===== src/rtl/rx_deframer.sv =====
// QPSK frame synchronizer: hunts for SYNC_WORD, reads an 8-bit length, packs payload symbols
// into bytes and delivers them through a FIFO as an AXI-Stream byte stream. Optional: RX_DEFRAMER_INV_EN.
module rx_deframer #(
    parameter logic [31:0] SYNC_WORD  = 32'h1ACFFC1D,
    parameter int          FIFO_DEPTH = 16
) (
    input  logic       clk,
    input  logic       rst,
    input  logic       in_valid,
    input  logic [1:0] in_data,
    output logic       out_valid,
    output logic [7:0] out_data,
    output logic       out_last,
    input  logic       out_ready,
    output logic       locked,
    output logic       overflow
);

    localparam int AW = $clog2(FIFO_DEPTH);
    localparam logic [AW:0] DEPTH_C = (AW + 1)'(FIFO_DEPTH);

    typedef enum logic [1:0] {HUNT, LEN, PAYLOAD} state_t;

    state_t      state_q, state_d;
    logic [29:0] sr_q, sr_d;
    logic [1:0]  sym_cnt_q, sym_cnt_d;
    logic [5:0]  acc_q, acc_d;
    logic [7:0]  byte_cnt_q, byte_cnt_d;
    logic        locked_q, locked_d;
    logic        ovf_q, ovf_d;
    logic [AW-1:0] wr_q, wr_d, rd_q, rd_d;
    logic [AW:0]   count_q, count_d;
    logic [8:0]    mem_q [FIFO_DEPTH];
`ifdef RX_DEFRAMER_INV_EN
    logic        inv_q, inv_d;
`endif

    logic [31:0] sr_win;
    logic [1:0]  sym;
    logic [7:0]  byte_w;
    logic        pop, can_push, push, push_last;

    always_comb begin
        // Only 30 history bits are stored; the newest symbol completes the 32-bit window.
        sr_win     = {sr_q, in_data};
`ifdef RX_DEFRAMER_INV_EN
        sym        = in_data ^ {2{inv_q}};
        inv_d      = inv_q;
`else
        sym        = in_data;
`endif
        byte_w     = {acc_q, sym};
        pop        = out_valid && out_ready;
        can_push   = (count_q != DEPTH_C) || pop;
        push       = 1'b0;
        push_last  = 1'b0;
        state_d    = state_q;
        sr_d       = sr_q;
        sym_cnt_d  = sym_cnt_q;
        acc_d      = acc_q;
        byte_cnt_d = byte_cnt_q;
        ovf_d      = ovf_q;

        if (in_valid) begin
            sr_d = sr_win[29:0];
            unique case (state_q)
                HUNT: begin
                    if (sr_win == SYNC_WORD) begin
                        state_d   = LEN;
                        sym_cnt_d = 2'd0;
                    end
`ifdef RX_DEFRAMER_INV_EN
                    else if (sr_win == ~SYNC_WORD) begin
                        state_d   = LEN;
                        sym_cnt_d = 2'd0;
                        inv_d     = 1'b1;
                    end
`endif
                end
                LEN: begin
                    acc_d     = byte_w[5:0];
                    sym_cnt_d = sym_cnt_q + 2'd1;
                    if (sym_cnt_q == 2'd3) begin
                        if (byte_w == 8'd0) begin
                            state_d = HUNT;
`ifdef RX_DEFRAMER_INV_EN
                            inv_d   = 1'b0;
`endif
                        end else begin
                            byte_cnt_d = byte_w;
                            state_d    = PAYLOAD;
                        end
                    end
                end
                PAYLOAD: begin
                    acc_d     = byte_w[5:0];
                    sym_cnt_d = sym_cnt_q + 2'd1;
                    if (sym_cnt_q == 2'd3) begin
                        if (can_push) begin
                            push       = 1'b1;
                            push_last  = (byte_cnt_q == 8'd1);
                            byte_cnt_d = byte_cnt_q - 8'd1;
                            if (byte_cnt_q == 8'd1) state_d = HUNT;
                        end else begin
                            // Refused byte: abandon the frame, it will never see TLAST.
                            ovf_d   = 1'b1;
                            state_d = HUNT;
                        end
`ifdef RX_DEFRAMER_INV_EN
                        if (state_d == HUNT) inv_d = 1'b0;
`endif
                    end
                end
                default: state_d = HUNT;
            endcase
        end

        locked_d = (state_d != HUNT);
        wr_d     = push ? wr_q + 1'b1 : wr_q;
        rd_d     = pop  ? rd_q + 1'b1 : rd_q;
        unique case ({push, pop})
            2'b10:   count_d = count_q + 1'b1;
            2'b01:   count_d = count_q - 1'b1;
            default: count_d = count_q;
        endcase
    end

    always_ff @(posedge clk) begin
        if (rst) begin
            state_q    <= HUNT;
            sr_q       <= '0;
            sym_cnt_q  <= '0;
            acc_q      <= '0;
            byte_cnt_q <= '0;
            locked_q   <= 1'b0;
            ovf_q      <= 1'b0;
            wr_q       <= '0;
            rd_q       <= '0;
            count_q    <= '0;
`ifdef RX_DEFRAMER_INV_EN
            inv_q      <= 1'b0;
`endif
        end else begin
            state_q    <= state_d;
            sr_q       <= sr_d;
            sym_cnt_q  <= sym_cnt_d;
            acc_q      <= acc_d;
            byte_cnt_q <= byte_cnt_d;
            locked_q   <= locked_d;
            ovf_q      <= ovf_d;
            wr_q       <= wr_d;
            rd_q       <= rd_d;
            count_q    <= count_d;
`ifdef RX_DEFRAMER_INV_EN
            inv_q      <= inv_d;
`endif
        end
    end

    // Storage needs no reset: the pointers and count define what is valid.
    always_ff @(posedge clk) begin
        if (push) mem_q[wr_q] <= {push_last, byte_w};
    end

    assign out_valid = (count_q != '0);
    assign out_data  = out_valid ? mem_q[rd_q][7:0] : 8'd0;
    assign out_last  = out_valid && mem_q[rd_q][8];
    assign locked    = locked_q;
    assign overflow  = ovf_q;

endmodule


===== config.mk =====
export PLATFORM = sky130hd
export DESIGN_NAME = rx_deframer
export DESIGN_NICKNAME = d
export VERILOG_FILES = /design/src/rtl/rx_deframer.sv
export SDC_FILE = /design/constraint.sdc
export NUM_CORES = 1
export LEC_CHECK = 0
export ABC_AREA = 1
export CORE_MARGIN = 1.5
export CORE_UTILIZATION = 40
export DETAILED_ROUTE_END_ITERATION = 8
export PLACE_DENSITY_LB_ADDON = 0.12
export SETUP_SLACK_MARGIN = 0.1
export SYNTH_ARGS = -nofsm -noshare
export SYNTH_HDL_FRONTEND = slang
export SYNTH_SLANG_ARGS = --single-unit

===== constraint.sdc =====
create_clock -name clk -period 5.8 [get_ports clk]
set_clock_uncertainty 0.15 [all_clocks]
set_input_delay 1.16 -clock clk [delete_from_list [all_inputs] [get_ports clk]]
set_output_delay 1.16 -clock clk [all_outputs]
set_load 0.02 [all_outputs]

; Word level (Yosys, flattened, before mapping)
; Memories as Yosys holds them, arrays and structs flattened. A register that Yosys moved wholly into a read port is not among the register bits.
; Cells that the tools add are included.
[classes]
addsub = 6
eq_ne = 13
mux = 29
bitwise_logic = 1
reduce_logical = 15
[ops]
columns = operator, count
row1 = $mux W8, 5
row2 = $eq A32 B29 Y1 const B, 1
row3 = $mux W2, 8
row4 = $pmux W8 S2, 1
row5 = $mux W1, 10
row6 = $ne A2 B2 Y1 const B, 5
row7 = $pmux W5 S2, 1
row8 = $add A4 B1 Y4 const B, 2
row9 = $eq A8 B1 Y1 const B, 1
row10 = $logic_not A8 Y1, 1
row11 = $mux W4, 2
row12 = $reduce_bool A2 Y1, 4
row13 = $sub A8 B1 Y8 const B, 1
row14 = $eq A2 B2 Y1 const B, 3
row15 = $pmux W2 S3, 1
row16 = $reduce_and A6 Y1, 1
row17 = $add A5 B1 Y5 const B, 1
row18 = $ne A5 B5 Y1 const B, 1
row19 = $reduce_bool A5 Y1, 1
row20 = $sub A5 B1 Y5 const B, 1
row21 = $eq A2 B1 Y1 const B, 2
row22 = $pmux W2 S2, 1
row23 = $reduce_and A4 Y1, 1
row24 = $reduce_and A3 Y1, 1
row25 = other kinds (7), 8
[totals]
regBits = 63
ramBits = 144
in_bits = 6
out_inout_bits = 12
word_cells = 75
memories = 1
[mem_list]
columns = name, depth, word_bits, read_ports, rd_ports_with_merged_regs, wr, line_no
row1 = mem_q, 16, 9, 1, 1, 1, 33  ; logic [8:0] mem_q [FIFO_DEPTH];

; Logic depth before layout (Yosys ltp)
; Gate-level depths: netlist of run 1.
[logic_depth]
ltp_word = 9
mapped_depth = 17
mapped_depth_nobuf = 16

; Worst setup path after synthesis of run 1
; No wires, ideal clock.
[synth_path]
kind = in2reg
from = input port out_ready
to = register count_q[4]
setup_ns = 0.070
arrival_ns = 2.706
slack_ns = 2.874
cell_stages = 14
path_cell_list = nor2_2 nand3_2 nand2_2 ha_1 buf_6 xor2_1 ha_1 inv_1 nand2_1 nand2_1 o21ai_1 xor2_1 nand2_1 a21oi_1
[synth_between]
elab_chain_cells = 8
word_cells_on_any_way = 10
classes_between = eq/ne: 2 / mux: 5 / reduce/logical: 3
[synth_rtl]
columns = element, line_no
row1 = start: declaration, 14  ; input logic out_ready,
row2 = $logic_and A1 B1 Y1 *, 53  ; pop = out_valid && out_ready;
row3 = $logic_or A1 B1 Y1, 54  ; can_push = (count_q != DEPTH_C) || pop;
row4 = $mux W1, 99  ; if (can_push) begin
row5 = $mux W1, 98  ; if (sym_cnt_q == 2'd3) begin
row6 = $mux W1, 66  ; unique case (state_q)
row7 = $mux W1, 64  ; if (in_valid) begin
row8 = $eq A2 B1 Y1 / $eq A2 B2 Y1 (equally long branches), 121  ; unique case ({push, pop})
row9 = $pmux W5 S2 / $reduce_bool A2 Y1 (equally long branches), --
row10 = end signal: assignment, 153  ; count_q <= count_d;
row11 = end: declaration, 32  ; logic [AW:0] count_q, count_d;
; Every way passes the cells marked *; elsewhere a longest branch is shown, timed or not.
; A chain may end at the register's enable or synchronous reset.

==> metrics.yaml, run 1 <==
yosys:
  syn_area_per_cell_sq_um: 10.3
  yosysMostFrequentCell: "nor2_1"
  synthArstFlopShare_pct: 0
  yosysWarningCount: 0
  synth_nets: 877
  synthTopCellsByCount: "168 x nor2_1, 144 x edfxtp_1, 125 x o21ai_0, 74 x nand2_1, 67 x dfxtp_1"
  synth_edf_count: 144
  syn_area_sq_um: 8850
  synth_area_leaders: "edfxtp_1 49%, dfxtp_1 15%, nor2_1 7.1%"
  synth_largest_area_cell: "edfxtp_1"
  ys_ff_latch: 211
  synth_top_flop_cell: "edfxtp_1"
  synth_top_area_share_pct: 48.9
  netlist_instances: 856
  synth-seq-area-share_pct: 64.0
  synthDistinctLibCells: 35
timing:
  finalCriticalPeriod_ns: 4.56
  tns_ns: 0
  finalHoldViolations: 0
  slew_headroom_pct: 21.7
  rsz0062_at_grt: "no"
  finalMaxSlewViolations: 0
  period_share_pct: 78.6
  timing.fmax_ghz: 0.219
  worst_slew_pin_slew_ns: 1.17
  setup_viol: 0
floorplanning:
  num_io_pins: 18
  dieWidth_um: 152
  fp.dieArea_sq_um: 23000
  fp.dieH_um: 152
  core.rowCount: 54
  start_util_pct: 40.7
  core_sq_um: 21800
drt:
  drt_wl_total_um: 21200
  wl_per_cell_um: 18.3
  met3_length_um: 1190
  top_layer_used: "met4"
  drtAntennaViolNets: 0
  vias: 6164
  drt_iter0_markers: 455
  wl_met2_um: 9850
  dr.pass1.iters: 5
  drc: 0
  wl_met1_um: 9680
  viasPerCell: 5.32
run:
  cap_violations: 0
finish:
  n_antenna_cell: 0
  syn2layout_area_growth_pct: 12.0
  utilization_pct: 45.5
  final_area_sq_um: 9910
  drive_above_1_share_pct: 7.62
  num-nets-final: 884
place:
  hpwl_um: 13100
  port_buffers: 17
  dpl_cell_area_sq_um: 9230
  gp_congestion: 0.814
pwr:
  power.net_switching_mw: 1.32
  p_comb_share_pct: 25.1
  internal_power_mw: 2.74
  p_clk_share_pct: 32.9
  switching_share_pct: 32.5
  ir_drop_mv: 0.192
  pwr_density_cell_nw_per_um2: 410
  seqPwrFrac_pct: 42.0
  report.power.total_mw: 4.06
  p_leak_nw: 3.54
setup_path:
  crit_buf_inv: 3
  r2r_cells: 15
  slowest_delay_ns: 0.62
  slowest_stage: "clkdlybuf4s50_1"
  r2r-start: "state_q[0]"
  cp_max_fo: 36
  start_kind: "flip-flop"
  worstPathRequired_ns: 4.49
  cp-end-kind: "output pin"
  cp.arrival_ns: 3.25
  cp_top_family: "buffers and inverters"
  r2r_setup_slack_ns: 2.45
  reg2reg_to: "count_q[4]"
  critical_path_class: "reg -> out"
  path_cells: "buf_4 > inv_2 > o21ai_0 > o22ai_1 > nor2_1 > nor2_1 > o21ai_0 > a21oi_1 > clkdlybuf4s50_1"
grt:
  antenna_found_initial: 0
  grt_pass1_wl_um: 33200
  grt_max_degree: 73
  first_global_vias: 6056
  overflow: 0
  grt_usage_pct: 18.9
clock_network:
  clkLatencyLatePin_ns: 0.51
  cts_buffer_depth: 3
  cts_tree: "yes"
  cts.sinks: 211
  path_clk_slew_ns: 0.06
  cts_hold_buffers: 0
  post-cts-setup-buffers: 0
  cts_resized: 0
  htree_levels: 1
  cts-root-buf: "clkbuf_16"
  cts_inserted_buffers: 23
outcome:
  status: "finished clean"
min_path:
  hp-start: "sr_q[28]"
  min_to: "sr_q[28]"
  min_delay_path_depth: 2
  min-delay-path-class: "reg -> reg"
cells by family after synthesis:
family | after synthesis | share of synthesized area, %
fa+ha+maj | 15 | 2.12
buf+inv | 103 | 4.96
flops | 211 | 64.0
compound gates | 238 | 15.2
xor+xnor | 5 | 0.495
simple gates | 284 | 13.2
worst register-to-register path: cells and delay by family (launching register included):
family          cells  cell delay (ns)
compound gates      2             0.29
xor+xnor            2             0.41
fa+ha+maj           3             0.92
buf+inv             3             0.48
flops               1             0.33
simple gates        5             0.69
final cells by class:
| cell class | count | area (sq um) |
|---|---|---|
| well taps | 280 | 350 |
| repair buffers | 25 | 230 |
| inverters | 60 | 233 |
| flip-flops and latches | 211 | 5670 |
| clock inverters | 7 | 42.5 |
| fillers | 2014 | 11800 |
| clock buffers | 34 | 637 |
| multi-input cells | 542 | 2750 |
power groups by stage:
stage | clock, mW | sequential [mW] | combinational [mW]
after global placement | 0 | 1.73 | 0.991
after global routing | 1.43 | 1.71 | 1.11
after CTS | 1.37 | 1.70 | 1.02
after floorplan | 0 | 1.70 | 0.721
final | 1.33 | 1.71 | 1.02
after detailed placement | 0 | 1.74 | 1.01
cell usage in the layout (no fill, tap or decap), drive strengths merged:
cell / count
clkinv: 7
nand3: 27
xnor2: 1
nor3: 5
o21ai: 140
a21boi: 1
o22ai: 9
nor2: 173
nand2: 76
a31oi: 1
a211oi: 1
inv: 60
edfxtp: 144
nand4: 3
o211ai: 1
a21oi: 57
clkbuf: 34
o221ai: 28
xor2: 4
clkdlybuf4s50: 17
buf: 8
dfxtp: 67
ha: 15
routing by layer:
layer  up-vias  global-route usage (%)
met5         -                       0
met4         0                    5.72
met3        35                    2.84
met2       186                    31.2
met1      2922                    25.8
li1       3021                       -
flip-flops by register name, indices dropped and copies added, names as in the netlist, named ones only:
name and count:
overflow 1, byte_cnt_q 8, locked 1, rd_q 4, sr_q 30, state_q 2, sym_cnt_q 2, count_q 5
wr_q 4, acc_q 6, mem_q 144
worst max-delay path by stage:
| stage | endpoint | cells past startpoint | slack (ns) |
|---|---|---|---|
| 6_report | out_data[1] | 9 | 1.24 |
| 5_1_grt | out_data[1] | 9 | 1.04 |
| 4_1_cts | out_data[1] | 9 | 1.23 |
| 3_5_place_dp | count_q[4] | 15 | 1.65 |
| 3_3_place_gp | mem_q[7][2] | 8 | 1.82 |
| 2_1_floorplan | count_q[4] | 14 | 2.87 |
metrics by stage:
step	hold WS (ns)	setup WS, ns	std cells
after detailed placement	0.298	1.65	1118
final	0.306	1.24	1159
after floorplan	0.284	2.87	856
after global placement	0.294	1.82	1118
after global routing	0.332	1.04	1159
after CTS	0.306	1.23	1159
Note: power is estimated with default switching activity, not from simulation.
==> run 2: changes to the inputs <==
Clock period 5.8 ns to 4.1 ns, I/O delays scaled along.
==> metrics.yaml, run 2 (synthesis results as in run 1) <==
outcome:
  status: "finished clean"
setup_path:
  r2r_setup_slack_ns: 0.90  # -1.55 ns
  cp_max_fo: 72  # +100%
  path_cells: "buf_6 > o21ai_0 > o221ai_1 > nand3_1 > a21oi_1 > clkdlybuf4s50_1"
  r2r-start: "state_q[0]"
  worstPathRequired_ns: 3.13  # -1.36 ns
  cp.arrival_ns: 2.82  # -0.43 ns
  cp-end-kind: "output pin"
  start_kind: "flip-flop"
  r2r_cells: 15  # unchanged
  critical_path_class: "reg -> out"
  slowest_delay_ns: 0.67  # +0.05 ns
  reg2reg_to: "count_q[4]"
  slowest_stage: "clkdlybuf4s50_1"
pwr:
  seqPwrFrac_pct: 42.1  # about the same
  p_leak_nw: 3.62  # +2.3%
  ir_drop_mv: 0.300  # +56%
  power.net_switching_mw: 1.80  # +37%
  switching_share_pct: 31.8  # -0.63 points
  internal_power_mw: 3.85  # +41%
  p_clk_share_pct: 32.2  # -0.7 points
  pwr_density_cell_nw_per_um2: 564  # +38%
  p_comb_share_pct: 25.7  # +0.6 points
min_path:
  hp-start: "sr_q[24]"
  min_delay_path_depth: 2  # unchanged
  min-delay-path-class: "reg -> reg"
  min_to: "sr_q[26]"
grt:
  overflow: 0  # unchanged
  first_global_vias: 5981  # -1.2%
  grt_max_degree: 73  # unchanged
  grt_pass1_wl_um: 31500  # -5.2%
  grt_usage_pct: 17.8  # -1.2 points
  antenna_found_initial: 0  # unchanged
floorplanning:
  core_sq_um: 21800  # unchanged
  num_io_pins: 18  # unchanged
  fp.dieH_um: 152  # unchanged
  core.rowCount: 54  # unchanged
  start_util_pct: 40.7  # unchanged
  fp.dieArea_sq_um: 23000  # unchanged
  dieWidth_um: 152  # unchanged
finish:
  reg.largest.list: "mem_q x144, sr_q x30, byte_cnt_q x8"
  multi_input_comb_area_sq_um: 2750  # unchanged
  largest_register: "mem_q"
  final_area_sq_um: 10000  # +1.2%
  seq_area_sq_um: 5670  # unchanged
  n_antenna_cell: 0  # unchanged
  num-nets-final: 903  # +2.1%
  final_cell_mix: "168 x nor2_1, 144 x edfxtp_1, 125 x o21ai_0, 74 x nand2_1, 66 x dfxtp_1"
  utilization_pct: 46.1  # +0.57 points
  drive_above_1_share_pct: 9.24  # +1.6 points
  final_common_cell: "nor2_1"
  fillCellCount: 2015  # +0.050%
  syn2layout_area_growth_pct: 13.4
  largest_reg_flops: 144  # unchanged
place:
  dpl_cell_area_sq_um: 9370  # +1.5%
  hpwl_um: 12700  # -3.2%
  gp_congestion: 0.870  # +6.9%
  post-place-ws_ns: 0.689  # -0.966 ns
  port_buffers: 17  # unchanged
clock_network:
  cts_tree: "yes"
  cts_hold_buffers: 0  # unchanged
  clkLatencyLatePin_ns: 0.50  # about the same
  cts-root-buf: "clkbuf_16"
  cts.sinks: 211  # unchanged
  htree_levels: 1  # unchanged
  cts_inserted_buffers: 23  # unchanged
  path_clk_slew_ns: 0.06  # about the same
  cts_buffer_depth: 3  # unchanged
timing:
  hold_slack_ns: 0.320  # +0.0143 ns
  rsz0062_at_grt: "no"
  finalCriticalPeriod_ns: 3.79
  fin_ws_ns: 0.309  # -0.932 ns
  tns_ns: 0  # unchanged
  setup_viol: 0  # unchanged
  finalMaxSlewViolations: 0  # unchanged
  finalHoldViolations: 0  # unchanged
  slew_headroom_pct: 34.7  # +13 points
  period_share_pct: 92.5
  worst_slew_pin_slew_ns: 0.976  # -0.192 ns
  timing.fmax_ghz: 0.264
drt:
  drt_wl_total_um: 19900  # -5.9%
  dr.pass1.iters: 5  # unchanged
  wl_met2_um: 9570  # -2.8%
  drtAntennaViolNets: 0  # unchanged
  wl_met1_um: 8910  # -7.9%
  drc: 0  # unchanged
  met3_length_um: 1100  # -7.8%
  vias: 6211  # +0.76%
  drt_iter0_markers: 422  # -7.3%
  wl_per_cell_um: 16.9  # -7.4%
  top_layer_used: "met4"
  viasPerCell: 5.27  # -0.86%
run:
  cap_violations: 0  # unchanged
## run 2: how the worst max path moves through the flow
stage | from | end | slack (ns) | cells after the start
floorplan | out_ready | count_q[4] | 1.51 | 14
global placement | flip-flop | out_data[7] | 0.74 | 6
detailed placement | out_ready | count_q[4] | 0.69 | 14
CTS | flip-flop | out_data[4] | 0.11 | 6
global route | flip-flop | out_data[4] | 0.11 | 6
finish | flip-flop | out_data[0] | 0.31 | 6
## run 2: critical path: cells and delay by family (launching register included)
kind                   cells  cell delay [ns]
flip-flops                 1             0.36
AND/OR/NAND/NOR            1             0.12
buffers and inverters      2             1.10
AO/OA/AOI/OAI              3             0.72
## run 2: cell type report
class | count | area share (%)
Sequential cell | 211 | 56.5
Multi-Input combinational cell | 542 | 27.4
Clock buffer | 34 | 6.15
Timing Repair Buffer | 44 | 3.75
Tap cell | 280 | 3.49
Inverter | 60 | 2.32
Clock inverter | 7 | 0.399
## run 2: power groups by stage
stage                     sequential, mW  combinational [mW]  clock, mW
final                               2.38                1.45       1.82
after global routing                2.39                1.61       1.95
after CTS                           2.38                1.45       1.86
after detailed placement            2.43                1.45          0
after global placement              2.42                1.43          0
after floorplan                     2.40                1.02          0
## run 2: timing repair
action / CTS / global route
setup buffers: 0 / 0
setup endpoints to repair: 0 / 7
gates resized for setup: 0 / 1
## run 2: per-layer routing
| layer | track usage (%) | vias to the layer above |
|---|---|---|
| met5 | 0 | - |
| met4 | 5.53 | 0 |
| met3 | 3.05 | 25 |
| met2 | 30.1 | 161 |
| met1 | 23.2 | 2976 |
| li1 | - | 3049 |
## run 2: per-stage QoR
step	std cells	total power, mW
6_report	1178	5.65
5_1_grt	1178	5.94
3_3_place_gp	1137	3.85
4_1_cts	1178	5.70
2_1_floorplan	856	3.42
3_5_place_dp	1137	3.87
